File: src/rtl/uart_pkg.sv
// Shared UART constants: receiver state encoding, oversampling points and divider defaults.
package uart_pkg;

  localparam int unsigned OS_RATE          = 16;
  localparam int unsigned SAMPLE_LO        = 7;
  localparam int unsigned SAMPLE_MID       = 8;
  localparam int unsigned SAMPLE_HI        = 9;
  localparam int unsigned BAUD_DIV_DEFAULT = 22;  // 40 MHz / (16 x 115200), rounded
  localparam int unsigned DIV_W            = 16;
  localparam int unsigned OS_W             = 4;
  localparam int unsigned BIT_W            = 3;
  localparam int unsigned DATA_W           = 8;

  typedef enum logic [2:0] {
    ST_IDLE   = 3'd0,
    ST_START  = 3'd1,
    ST_DATA   = 3'd2,
    ST_PARITY = 3'd3,
    ST_STOP   = 3'd4,
    ST_BREAK  = 3'd5
  } rx_state_e;

  function automatic logic majority3(input logic a, input logic b, input logic c);
    return (a & b) | (a & c) | (b & c);
  endfunction

endpackage

File: src/rtl/uart_baud_tick.sv
// Oversample tick divider: pulses ce16_o once every BAUD_DIV cycles, held at phase 0 by restart_i.
module uart_baud_tick
  import uart_pkg::*;
#(
  parameter int unsigned BAUD_DIV = BAUD_DIV_DEFAULT
) (
  input  logic clock,
  input  logic reset,
  input  logic restart_i,
  output logic ce16_o
);

  logic [DIV_W-1:0] cnt_q, cnt_d;
  logic             ce_q, ce_d;

  always_comb begin
    cnt_d = cnt_q + DIV_W'(1);
    ce_d  = 1'b0;
    if (restart_i) begin
      cnt_d = '0;
    end else if (cnt_q == DIV_W'(BAUD_DIV - 1)) begin
      cnt_d = '0;
      ce_d  = 1'b1;
    end
  end

  always_ff @(posedge clock or negedge reset) begin
    if (!reset) begin
      cnt_q <= '0;
      ce_q  <= 1'b0;
    end else begin
      cnt_q <= cnt_d;
      ce_q  <= ce_d;
    end
  end

  assign ce16_o = ce_q;

endmodule

File: src/rtl/uart_rx_os.sv
// 16x oversampling UART receiver with majority vote, false-start rejection,
// optional parity check and framing/break handling.
module uart_rx_os
  import uart_pkg::*;
#(
  parameter int unsigned BAUD_DIV   = BAUD_DIV_DEFAULT,
  parameter bit          PARITY_EN  = 1'b0,
  parameter bit          PARITY_ODD = 1'b0
) (
  input  logic       clock,
  input  logic       reset,
  input  logic       ser_in,
  output logic [7:0] rx_data,
  output logic       new_rx_data,
  output logic       rx_parity_err,
  output logic       rx_frame_err,
  output logic       rx_busy
);

  logic             sync1_q, sync2_q, dly_q;
  logic [1:0]       valid_q;
  logic             armed_q;
  logic             start_edge;
  logic             ce16;

  rx_state_e        state_q, state_d;
  logic [OS_W-1:0]  os_cnt_q, os_cnt_d;
  logic [BIT_W-1:0] bit_cnt_q, bit_cnt_d;
  logic             s_lo_q, s_lo_d, s_mid_q, s_mid_d;
  logic [7:0]       shift_q, shift_d;
  logic             par_err_q, par_err_d;
  logic [7:0]       rx_data_q, rx_data_d;
  logic             new_q, new_d, perr_q, perr_d, ferr_q, ferr_d, busy_q, busy_d;
  logic             maj, at_hi, at_end;

  // Synchronizer plus edge delay; armed_q keeps a line that is low out of reset from looking like a start.
  always_ff @(posedge clock or negedge reset) begin
    if (!reset) begin
      sync1_q <= 1'b1;
      sync2_q <= 1'b1;
      dly_q   <= 1'b1;
      valid_q <= 2'b00;
      armed_q <= 1'b0;
    end else begin
      sync1_q <= ser_in;
      sync2_q <= sync1_q;
      dly_q   <= sync2_q;
      valid_q <= {valid_q[0], 1'b1};
      armed_q <= armed_q | (valid_q[1] & sync2_q);
    end
  end

  assign start_edge = armed_q & dly_q & ~sync2_q;

  uart_baud_tick #(.BAUD_DIV(BAUD_DIV)) u_tick (
    .clock     (clock),
    .reset     (reset),
    .restart_i (state_q == ST_IDLE),
    .ce16_o    (ce16)
  );

  always_comb begin
    state_d   = state_q;
    os_cnt_d  = os_cnt_q;
    bit_cnt_d = bit_cnt_q;
    s_lo_d    = s_lo_q;
    s_mid_d   = s_mid_q;
    shift_d   = shift_q;
    par_err_d = par_err_q;
    rx_data_d = rx_data_q;
    new_d     = 1'b0;
    perr_d    = 1'b0;
    ferr_d    = 1'b0;
    maj       = majority3(s_lo_q, s_mid_q, sync2_q);
    at_hi     = ce16 && (os_cnt_q == OS_W'(SAMPLE_HI));
    at_end    = ce16 && (os_cnt_q == OS_W'(OS_RATE - 1));

    if (ce16 && (state_q != ST_IDLE)) begin
      os_cnt_d = os_cnt_q + OS_W'(1);
      if (os_cnt_q == OS_W'(SAMPLE_LO))  s_lo_d  = sync2_q;
      if (os_cnt_q == OS_W'(SAMPLE_MID)) s_mid_d = sync2_q;
    end

    case (state_q)
      ST_IDLE: begin
        if (start_edge) begin
          state_d   = ST_START;
          os_cnt_d  = '0;
          bit_cnt_d = '0;
          par_err_d = 1'b0;
        end
      end
      ST_START: begin
        if (at_hi && maj)  state_d = ST_IDLE;
        else if (at_end)   state_d = ST_DATA;
      end
      ST_DATA: begin
        if (at_hi) shift_d = {maj, shift_q[DATA_W-1:1]};
        if (at_end) begin
          if (bit_cnt_q == BIT_W'(DATA_W - 1)) state_d = PARITY_EN ? ST_PARITY : ST_STOP;
          else bit_cnt_d = bit_cnt_q + BIT_W'(1);
        end
      end
      ST_PARITY: begin
        if (at_hi)  par_err_d = maj ^ (^shift_q) ^ PARITY_ODD;
        if (at_end) state_d = ST_STOP;
      end
      // Decide mid-stop so a following start edge right at the stop-bit end is caught.
      ST_STOP: begin
        if (at_hi) begin
          if (!maj) begin
            ferr_d   = 1'b1;
            state_d  = ST_BREAK;
            os_cnt_d = '0;
          end else if (par_err_q) begin
            perr_d  = 1'b1;
            state_d = ST_IDLE;
          end else begin
            rx_data_d = shift_q;
            new_d     = 1'b1;
            state_d   = ST_IDLE;
          end
        end
      end
      // os_cnt doubles as the consecutive-high tick counter while waiting out a break.
      ST_BREAK: begin
        if (ce16) begin
          if (!sync2_q)                                os_cnt_d = '0;
          else if (os_cnt_q == OS_W'(OS_RATE - 1))     state_d  = ST_IDLE;
        end
      end
      default: state_d = ST_IDLE;
    endcase

    busy_d = (state_d != ST_IDLE);
  end

  always_ff @(posedge clock or negedge reset) begin
    if (!reset) begin
      state_q   <= ST_IDLE;
      os_cnt_q  <= '0;
      bit_cnt_q <= '0;
      s_lo_q    <= 1'b1;
      s_mid_q   <= 1'b1;
      shift_q   <= '0;
      par_err_q <= 1'b0;
      rx_data_q <= '0;
      new_q     <= 1'b0;
      perr_q    <= 1'b0;
      ferr_q    <= 1'b0;
      busy_q    <= 1'b0;
    end else begin
      state_q   <= state_d;
      os_cnt_q  <= os_cnt_d;
      bit_cnt_q <= bit_cnt_d;
      s_lo_q    <= s_lo_d;
      s_mid_q   <= s_mid_d;
      shift_q   <= shift_d;
      par_err_q <= par_err_d;
      rx_data_q <= rx_data_d;
      new_q     <= new_d;
      perr_q    <= perr_d;
      ferr_q    <= ferr_d;
      busy_q    <= busy_d;
    end
  end

  assign rx_data       = rx_data_q;
  assign new_rx_data   = new_q;
  assign rx_parity_err = perr_q;
  assign rx_frame_err  = ferr_q;
  assign rx_busy       = busy_q;

endmodule

File: config.mk
export PLATFORM = sky130hd
export DESIGN_NAME = uart_rx_os
export DESIGN_NICKNAME = d
export VERILOG_FILES = /design/src/rtl/uart_pkg.sv /design/src/rtl/uart_baud_tick.sv /design/src/rtl/uart_rx_os.sv
export SDC_FILE = /design/constraint.sdc
export NUM_CORES = 1
export LEC_CHECK = 0
export BUFFER_PORTS_ARGS = -buffer_cell sky130_fd_sc_hd__buf_4
export CAP_MARGIN = 20
export CORE_ASPECT_RATIO = 1.1
export CORE_MARGIN = 2
export CORE_UTILIZATION = 35
export DETAILED_ROUTE_END_ITERATION = 10
export GPL_ROUTABILITY_DRIVEN = 1
export PLACE_DENSITY = 0.51
export SLEW_MARGIN = 20
export SYNTH_ARGS = -nofsm -noshare
export SYNTH_HDL_FRONTEND = slang
export SYNTH_SLANG_ARGS = --single-unit
export TNS_END_PERCENT = 50
File: constraint.sdc
create_clock -name clock -period 2.5 [get_ports clock]
set_clock_uncertainty 0.15 [all_clocks]
set_input_delay 0.5 -clock clock [delete_from_list [all_inputs] [get_ports clock]]
set_output_delay 0.5 -clock clock [all_outputs]
set_load 0.005 [all_outputs]
======== After elaboration in Yosys (flattened, before gate mapping) ========
Cells that the tools add are included.
W data, S select, Z words.
storage, ports and cells
  register bits ........................... 56
  bits in latches ......................... 0
  bits in writable memories ............... 0
  bits in read-only memories .............. 0
  input port bits ......................... 3
  output and inout bits ................... 12
  word-level logic and storage cells ...... 106
  memories kept ........................... 0
cells by class
  $add $sub $neg .......................... 3
  $mul .................................... 0
  div/mod/pow operators ................... 0
  magnitude comparators ................... 0
  equality and inequality tests ........... 15
  shift operators ......................... 0
  mux-type cells .......................... 41
  bitwise gates (word level) .............. 12
  reduce and logical (&&, ||, !) cells .... 16
operators by type and width
  cell                     number
  $mux W3                  14
  $mux W16                 2
  $mux W4                  6
  $pmux W3 S6              1
  $add A16 B1 Y16 const B  1
  $eq A16 B5 Y1 const B    1
  $mux W1                  15
  $eq A4 B4 Y1 const B     3
  $pmux W4 S3              1
  $eq A3 B3 Y1 const B     3
  $ne A2 B2 Y1 const B     4
  $reduce_and A4 Y1        2
  $reduce_xor A8 Y1        1
  $and A1 B1 Y1            6
  $eq A3 B2 Y1 const B     2
  $pmux W3 S2              1
  $reduce_and A2 Y1        3
  $reduce_bool A3 Y1       2
  $add A4 B1 Y4 const B    1
  $eq A4 B3 Y1 const B     1
  $logic_and A1 B1 Y1      4
  $reduce_bool A2 Y1       2
  $add A3 B1 Y3 const B    1
  $eq A3 B1 Y1 const B     1
  other kinds (6)          9

======== Depth between registers and ports, before layout ========
Gate-level depths: netlist (run 1).
  word-level depth ........................ 7
  depth in mapped cells ................... 7
  gate-level depth less buffers ........... 6

======== Hierarchy ========
From an unflattened synthesis (run 1), not the netlist that was laid out.
unflattened totals
  cell total of the unflattened synthesis .. 234
  area, all modules ....................... 2670.1 um^2
modules (own cells, without submodules)
  module          instances  cells an instance  area an instance (um^2)  seq. area each (um^2)
  uart_rx_os      1          149                1815.5                   982.2
  uart_baud_tick  1          85                 854.6                    425.4

======== Worst setup path before layout (run 1) ========
No wires, ideal clock.
  path type ............................... flip-flop to flip-flop
  start point ............................. register os_cnt_q[0]
  end point ............................... register bit_cnt_q[0]
  setup time .............................. 125 ps
  data arrival time ....................... 1613 ps
  required time ........................... 2225 ps
  slack ................................... 612 ps
  cell stages (with the launch flop) ...... 6
  path buffers ............................ 0
  period minus slack after synthesis ...... 1888 ps
  cells stage by stage .................... dfrtp_1 > ha_1 > and4_1 > a2bb2oi_1 > nor3_1 > mux2_2
on the way
  cells in the longest elaborated chain, start to end .. 4
ends and longest elaborated chain
  element                      line               source
  start, declared              uart_rx_os.sv:27   logic [OS_W-1:0] os_cnt_q, os_cnt_d;
  start signal, assigned       uart_rx_os.sv:154  os_cnt_q <= os_cnt_d;
  $eq A4 B4 Y1                 uart_rx_os.sv:76   at_end = ce16 && (os_cnt_q == OS_W'(OS_RATE - 1));
  $logic_and A1 B1 Y1          uart_rx_os.sv:76
  $ne A2 B2 Y1 (no line)       -
  $reduce_and A4 Y1 (no line)  -
  end signal, assigned         uart_rx_os.sv:155  bit_cnt_q <= bit_cnt_d;
  end, declared                uart_rx_os.sv:28   logic [BIT_W-1:0] bit_cnt_q, bit_cnt_d;
Every way passes these cells.
A chain may end at the register's enable or synchronous reset.

======== Worst setup path after layout (run 1) ========
  start point ............................. register sync2_q
  end point ............................... register rx_data_q[0], in the netlist rx_data[0]
on the way
  cells in the longest elaborated chain, start to end .. 4
  elaborated cells on any way between the ends .. 5
  those cells by class .................... 4 x bitwise; 1 x reduce/logical
ends and longest elaborated chain
  element                          line               source
  start, declared                  uart_rx_os.sv:20   logic sync1_q, sync2_q, dly_q;
  start signal, assigned           uart_rx_os.sv:46   sync2_q <= sync1_q;
  $and A1 B1 Y1                    uart_pkg.sv:24     return (a & b) | (a & c) | (b & c);
  $or A1 B1 Y1                     uart_pkg.sv:24
  $or A1 B1 Y1 (*)                 uart_pkg.sv:24
  $reduce_and A4 Y1 (no line) (*)  -
  end signal, assigned             uart_rx_os.sv:160  rx_data_q <= rx_data_d;
  end, declared                    uart_rx_os.sv:32   logic [7:0] rx_data_q, rx_data_d;
Mark *: on every way between the ends. The rest lies on a longest branch, timed or not.

==> out/results.tsv, run 1 <==
metric	value	unit
status	complete, no violations	
antenna_cells	0	
sequential_cell_area	1410	um^2
synth_top_area_cell	dfrtp_1	
rows	33	
grt_pass1_wl	8200	um
arrival	2.18	ns
vias_per_cell	5.12	
grt_setup_unrepaired	no	
drive_above_1_share	21.7	%
design_area	2950	um^2
routed_wl	4820	um
core	7390	um^2
synth_fp_nets	242	
synth_top_area_share	48.5	%
ioPinCount	15	
ir_worst_vdd	0.328	mV
cts_setup_buffers	0	
place.port_buffers	14	
fin_cells	340	
synth_edf_count	0	
clkSinkCount	56	
final_core_util	39.9	%
synth_seq_cells	56	
total_leakage_power	1.32	nW
syn_area_per_cell	11.4	um^2
place_area	2860	um^2
synthToLayoutAreaGrowth	12.0	%
max_freq	473	MHz
ant_nets	0	
wl_per_cell	14.2	um
hold_path_class	in -> async	
worstMarginPinSlew	0.705	ns
dr.pass1.iters	4	
multiInputGateArea	1170	um^2
dp.cells	332	
setup_viol	0	
drv_slew	0	
final_common_cell	dfrtp_1	
synthFlopType	dfrtp_1	
hold_buffers	0	
final-hold-violation-count	0	
clk_latency	0.32	ns
cts_buffer_depth	2	
via_count	1742	
start_util	35.6	%
grt_max_degree	57	
cp_max_fo	9	
die_area	8240	um^2
overflow	0	
track_usage	12.6	%
min_period	2.11	ns
cts_max_level	2	
final_cell_mix	dfrtp_1 (51), nor2_1 (21), mux2_2 (19), buf_4 (17), xnor2_1 (16)	
cts_buffers	5	
place_hpwl	3280	um
cts.repair.resized	0	
ys_types	46	
crit_required	2.56	ns
first_iter_violations	60	
cap_violations	0	
netlist_instances	232	
die_h	95.0	um
finalPower	1.78	mW
criticalPathCategory	reg -> reg	
fin_hold_ws	0.0825	ns
finalSetupTns	0	ns
clkTransAtPathRegs	0.11	ns
dp_slack	0.288	ns
gp_congestion	0.764	
cp-start-kind	register	
p_per_area	605	nW/um^2
cp-end-kind	register	
clock_tree.root_cell	clkbuf_8	
die-width	86.7	um
antenna_found_initial	0	
final_net_count	262	
yosysSeqAreaShare	53.4	%
cts_tree	yes	
synth_area	2630	um^2
grt_pass1_vias	1736	
relSlewSlack	53.0	%
synthTopCellsByArea	dfrtp_1 (48%), mux2_2 (8.1%), xnor2_1 (5.3%)	
nFillCells	742	
fin_crit_sh	84.6	%
drcViolationCount	0	
synth_warnings	0	
synthArstFlopShare	100	%
worst_slack	0.386	ns
[cell usage after synthesis (all sizes together), types with 5 or more instances]
master	count
dfrtp	51
nor2	22
mux2	19
xnor2	16
a21oi	12
inv	12
nand2	10
nor3	9
ha	7
nand4	7
o21ai	6
dfstp	5
nand3	5
nand3b	5
nor4	5
[metal layers]
metal	routed length, um	share of wire [%]	global-route usage, %
met3	103	2.1	2.71
met1	2360	49	16.2
met2	2290	48	20.9
met5	0	0	0
met4	71	1.5	4.30
[path summary, 6_finish.rpt]
path / start / endpoint / slack, ns / cells after the start
min in group clock: ser_in / sync1_q$_DFF_PN1_ / 0.13 / 1
hold reg to reg: valid_q[0]$_DFF_PN0_ / valid_q[1]$_DFF_PN0_ / 0.21 / 0
setup reg to reg: sync2_q$_DFF_PN1_ / rx_data[0]$_DFFE_PN0P_ / 0.39 / 3
setup / recovery: sync2_q$_DFF_PN1_ / rx_data[0]$_DFFE_PN0P_ / 0.39 / 3
hold / removal: reset / rx_data[5]$_DFFE_PN0P_ / 0.08 / 1
max in group asynchronous: reset / state_q[1]$_DFF_PN0_ / 1.66 / 1
[final cells by class]
class                   count  area share (%)
flip-flops and latches     56            47.7
multi-input cells         160            39.5
repair buffers             17            4.33
well taps                  87            3.69
clock buffers               5            2.33
inverters                  12            1.53
clock inverters             3           0.891
[cells by family (layout without fill, tap and decap cells)]
| logic type | count (synthesis) | after routing | synth area share (%) |
|---|---|---|---|
| AND/OR/NAND/NOR | 82 | 82 | 17.8 |
| flip-flops | 56 | 56 | 53.4 |
| AO/OA/AOI/OAI | 27 | 27 | 6.22 |
| XOR/XNOR | 21 | 21 | 7.51 |
| multiplexers | 21 | 21 | 8.88 |
| buffers and inverters | 16 | 37 | 2.28 |
| adder cells (fa/ha/maj) | 8 | 8 | 3.71 |
| other | 1 | 1 | 0.142 |
[critical path, cell delays in order, from the launching register on]
cell and delay [ns]:
dfstp_2 0.62, maj3_1 0.36, nand4b_1 0.46, mux2_2 0.43
[registers in the layout, summed over array words and instances, names as in the netlist, 2 cells and up]
signal	flops
shift_q	8
u_tick.cnt_q	16
bit_cnt_q	3
rx_data	8
valid_q	2
state_q	3
os_cnt_q	4
[where the power goes]
part / switching [mW] / internal [mW]
clock: 0.325 / 0.205
combinational: 0.131 / 0.0888
sequential: 0.0724 / 0.962
Power figures use the tool's default switching activity.
==> run 2, diff against run 1 <==
--- a/config.mk
+++ b/config.mk
@@ -5,6 +5,7 @@
 export SDC_FILE = /design/constraint.sdc
 export NUM_CORES = 1
 export LEC_CHECK = 0
+export ABC_AREA = 1
 export BUFFER_PORTS_ARGS = -buffer_cell sky130_fd_sc_hd__buf_4
 export CAP_MARGIN = 20
 export CORE_ASPECT_RATIO = 1.1
==> constraint.sdc (replaced) <==
create_clock -name clock -period 2.21 [get_ports clock]
set_clock_uncertainty 0.15 [all_clocks]
set_input_delay 0.442 -clock clock [delete_from_list [all_inputs] [get_ports clock]]
set_output_delay 0.442 -clock clock [all_outputs]
set_load 0.005 [all_outputs]
==> run 2 against run 1 <==
Against the previous run:
- first-iteration DRC count is 37% higher
- global-route usage is 0.13 points higher
- sequential power is 14% higher
- critical path depth is 4 higher
- core utilization is 0.54 points higher
- clock-buffer cell count is 2 higher
- hold slack worse by 0.061 ns
- maximum frequency is 20% higher
- largest power group unchanged
- highest routed layer unchanged
==> out/results.tsv, run 2 <==
metric	value	unit
seqPwrFrac	52.8	%
relSlewSlack	52.6	%
grt_pass1_vias	2124	
clkSinkCount	56	
drcViolationCount	0	
grt_max_degree	57	
clkPwrFrac	33.1	%
worstMarginPinSlew	0.711	ns
place_area	3060	um^2
fin_cells	471	
yosysSeqAreaShare	49.6	%
grt_pass1_wl	9320	um
dr.pass1.iters	4	
synthArstFlopShare	100	%
first_iter_violations	82	
hold_path_class	in -> async	
min_period	1.76	ns
fin_hold_ws	0.0212	ns
netSwitchingPower	0.610	mW
place_hpwl	3850	um
synth_seq_cells	56	
arrival	1.81	ns
die_h	98.4	um
slowest_stage	dfstp_2	
synth_common_cells	nand2_1 (88), dfrtp_1 (51), inv_1 (46)	
cp-start-kind	register	
design_area	3180	um^2
cts_buffers	5	
vias_per_cell	4.63	
total_leakage_power	1.52	nW
antenna_found_initial	0	
max_freq	569	MHz
routed_wl	5300	um
synth_area	2840	um^2
ioPinCount	15	
synthTopCellsByArea	dfrtp_1 (45%), nand2_1 (12%), inv_1 (6.1%)	
synthToLayoutAreaGrowth	12.2	%
combPwrFrac	14.1	%
grt_setup_unrepaired	no	
final_common_cell	nand2_1	
die-width	89.9	um
wl_per_cell	11.2	um
synth_fp_nets	354	
overflow	0	
yosysMostFrequentCell	nand2_1	
hold_buffers	0	
ys_types	28	
p_per_area	696	nW/um^2
antenna_cells	0	
start_util	36.1	%
via_count	2183	
track_usage	12.7	%
ir_worst_vdd	0.296	mV
crit_required	2.26	ns
intPower	1.61	mW
largest_register_ffs	16	
finalSetupTns	0	ns
ant_nets	0	
place.port_buffers	14	
synth_warnings	0	
final_cell_mix	nand2_1 (88), dfrtp_1 (51), inv_1 (46), nor2_1 (34), nand3_1 (22)	
netlist_instances	344	
dp_slack	0.426	ns
fin_crit_sh	79.6	%
cts_tree	yes	
cts_buffer_depth	2	
cts.repair.resized	0	
status	complete, no violations	
gp_congestion	0.867	
cp_max_fo	17	
clkTransAtPathRegs	0.10	ns
criticalPathCategory	reg -> reg	
syn_area_per_cell	8.25	um^2
dp.cells	463	
max_stage_delay	0.61	ns
setup_viol	0	
clk_latency	0.31	ns
synth_top_area_share	45.0	%
cap_violations	0	
cts_setup_buffers	0	
final-hold-violation-count	0	
switching_share	27.5	%
die_area	8840	um^2
path_cells	inv_2 > o21ai_2 > inv_2 > nor2_4 > nand3_4 > nand2_1 > o21ai_2	
worst_slack	0.452	ns
final_net_count	372	
rows	34	
synthFlopType	dfrtp_1	
cp-end-kind	register	
drv_slew	0	
cts_max_level	2	
core	7870	um^2
largest-register	u_tick.cnt_q	
clock_tree.root_cell	clkbuf_8	
synth_top_area_cell	dfrtp_1	
synth_edf_count	0	
drive_above_1_share	14.3	%
[run 2: metal layers]
| layer | routed length [um] | global-route usage, % |
|---|---|---|
| met1 | 2570 | 16.0 |
| met2 | 2470 | 21.8 |
| met3 | 162 | 2.45 |
| met4 | 89 | 4.85 |
| met5 | 0 | 0 |
[run 2: power by group through the flow]
stage	sequential, mW	combinational [mW]	clock (mW)
6_report	1.17	0.312	0.734
5_1_grt	1.18	0.363	0.813
4_1_cts	1.17	0.318	0.767
3_5_place_dp	1.19	0.314	0
3_3_place_gp	1.19	0.316	0
2_1_floorplan	1.18	0.229	0
[run 2: logic make-up (layout without fill, tap and decap cells)]
family / Yosys count / in the layout / share of synthesized area, %
buf+inv: 55 / 74 / 7.58
flops: 56 / 56 / 49.6
fa+ha+maj: 7 / 7 / 3.09
xor+xnor: 13 / 13 / 4.01
other cells: 1 / 1 / 0.132
simple gates: 179 / 179 / 28.5
compound gates: 33 / 33 / 7.10
[run 2: final timing paths]
check | end | slack (ns) | from | depth (start not counted)
max | rx_data[2]$_DFFE_PN0P_ | 0.45 | sync2_q$_DFF_PN1_ | 7
min | rx_data[5]$_DFFE_PN0P_ | 0.02 | reset | 1
max reg2reg | rx_data[2]$_DFFE_PN0P_ | 0.45 | sync2_q$_DFF_PN1_ | 7
min reg2reg | valid_q[1]$_DFF_PN0_ | 0.21 | valid_q[0]$_DFF_PN0_ | 0
max in group asynchronous | os_cnt_q[3]$_DFF_PN0_ | 1.41 | reset | 1
min in group clock | sync1_q$_DFF_PN1_ | 0.09 | ser_in | 1
[run 2: area by class of cell]
class / instances / area, um^2
fill: 807 / 4690
sequential: 56 / 1410
multi-input combinational: 233 / 1210
inverter: 52 / 195
tap: 108 / 135
timing repair buffer: 14 / 105
clock buffer: 7 / 96.3
clock inverter: 1 / 30.0
[run 2: worst max-delay path, delay by kind of cell (launching register included)]
family | cells | cell delay [ns]
AO/OA/AOI/OAI | 2 | 0.27
buffers and inverters | 2 | 0.17
flip-flops | 1 | 0.61
AND/OR/NAND/NOR | 3 | 0.44
[run 2: per-stage QoR]
step           util (%)  total power [mW]
4_1_cts            40.5              2.25
3_5_place_dp       38.9              1.50
5_1_grt            40.5              2.36
6_report           40.5              2.22
3_3_place_gp       38.9              1.50
2_1_floorplan         -              1.40
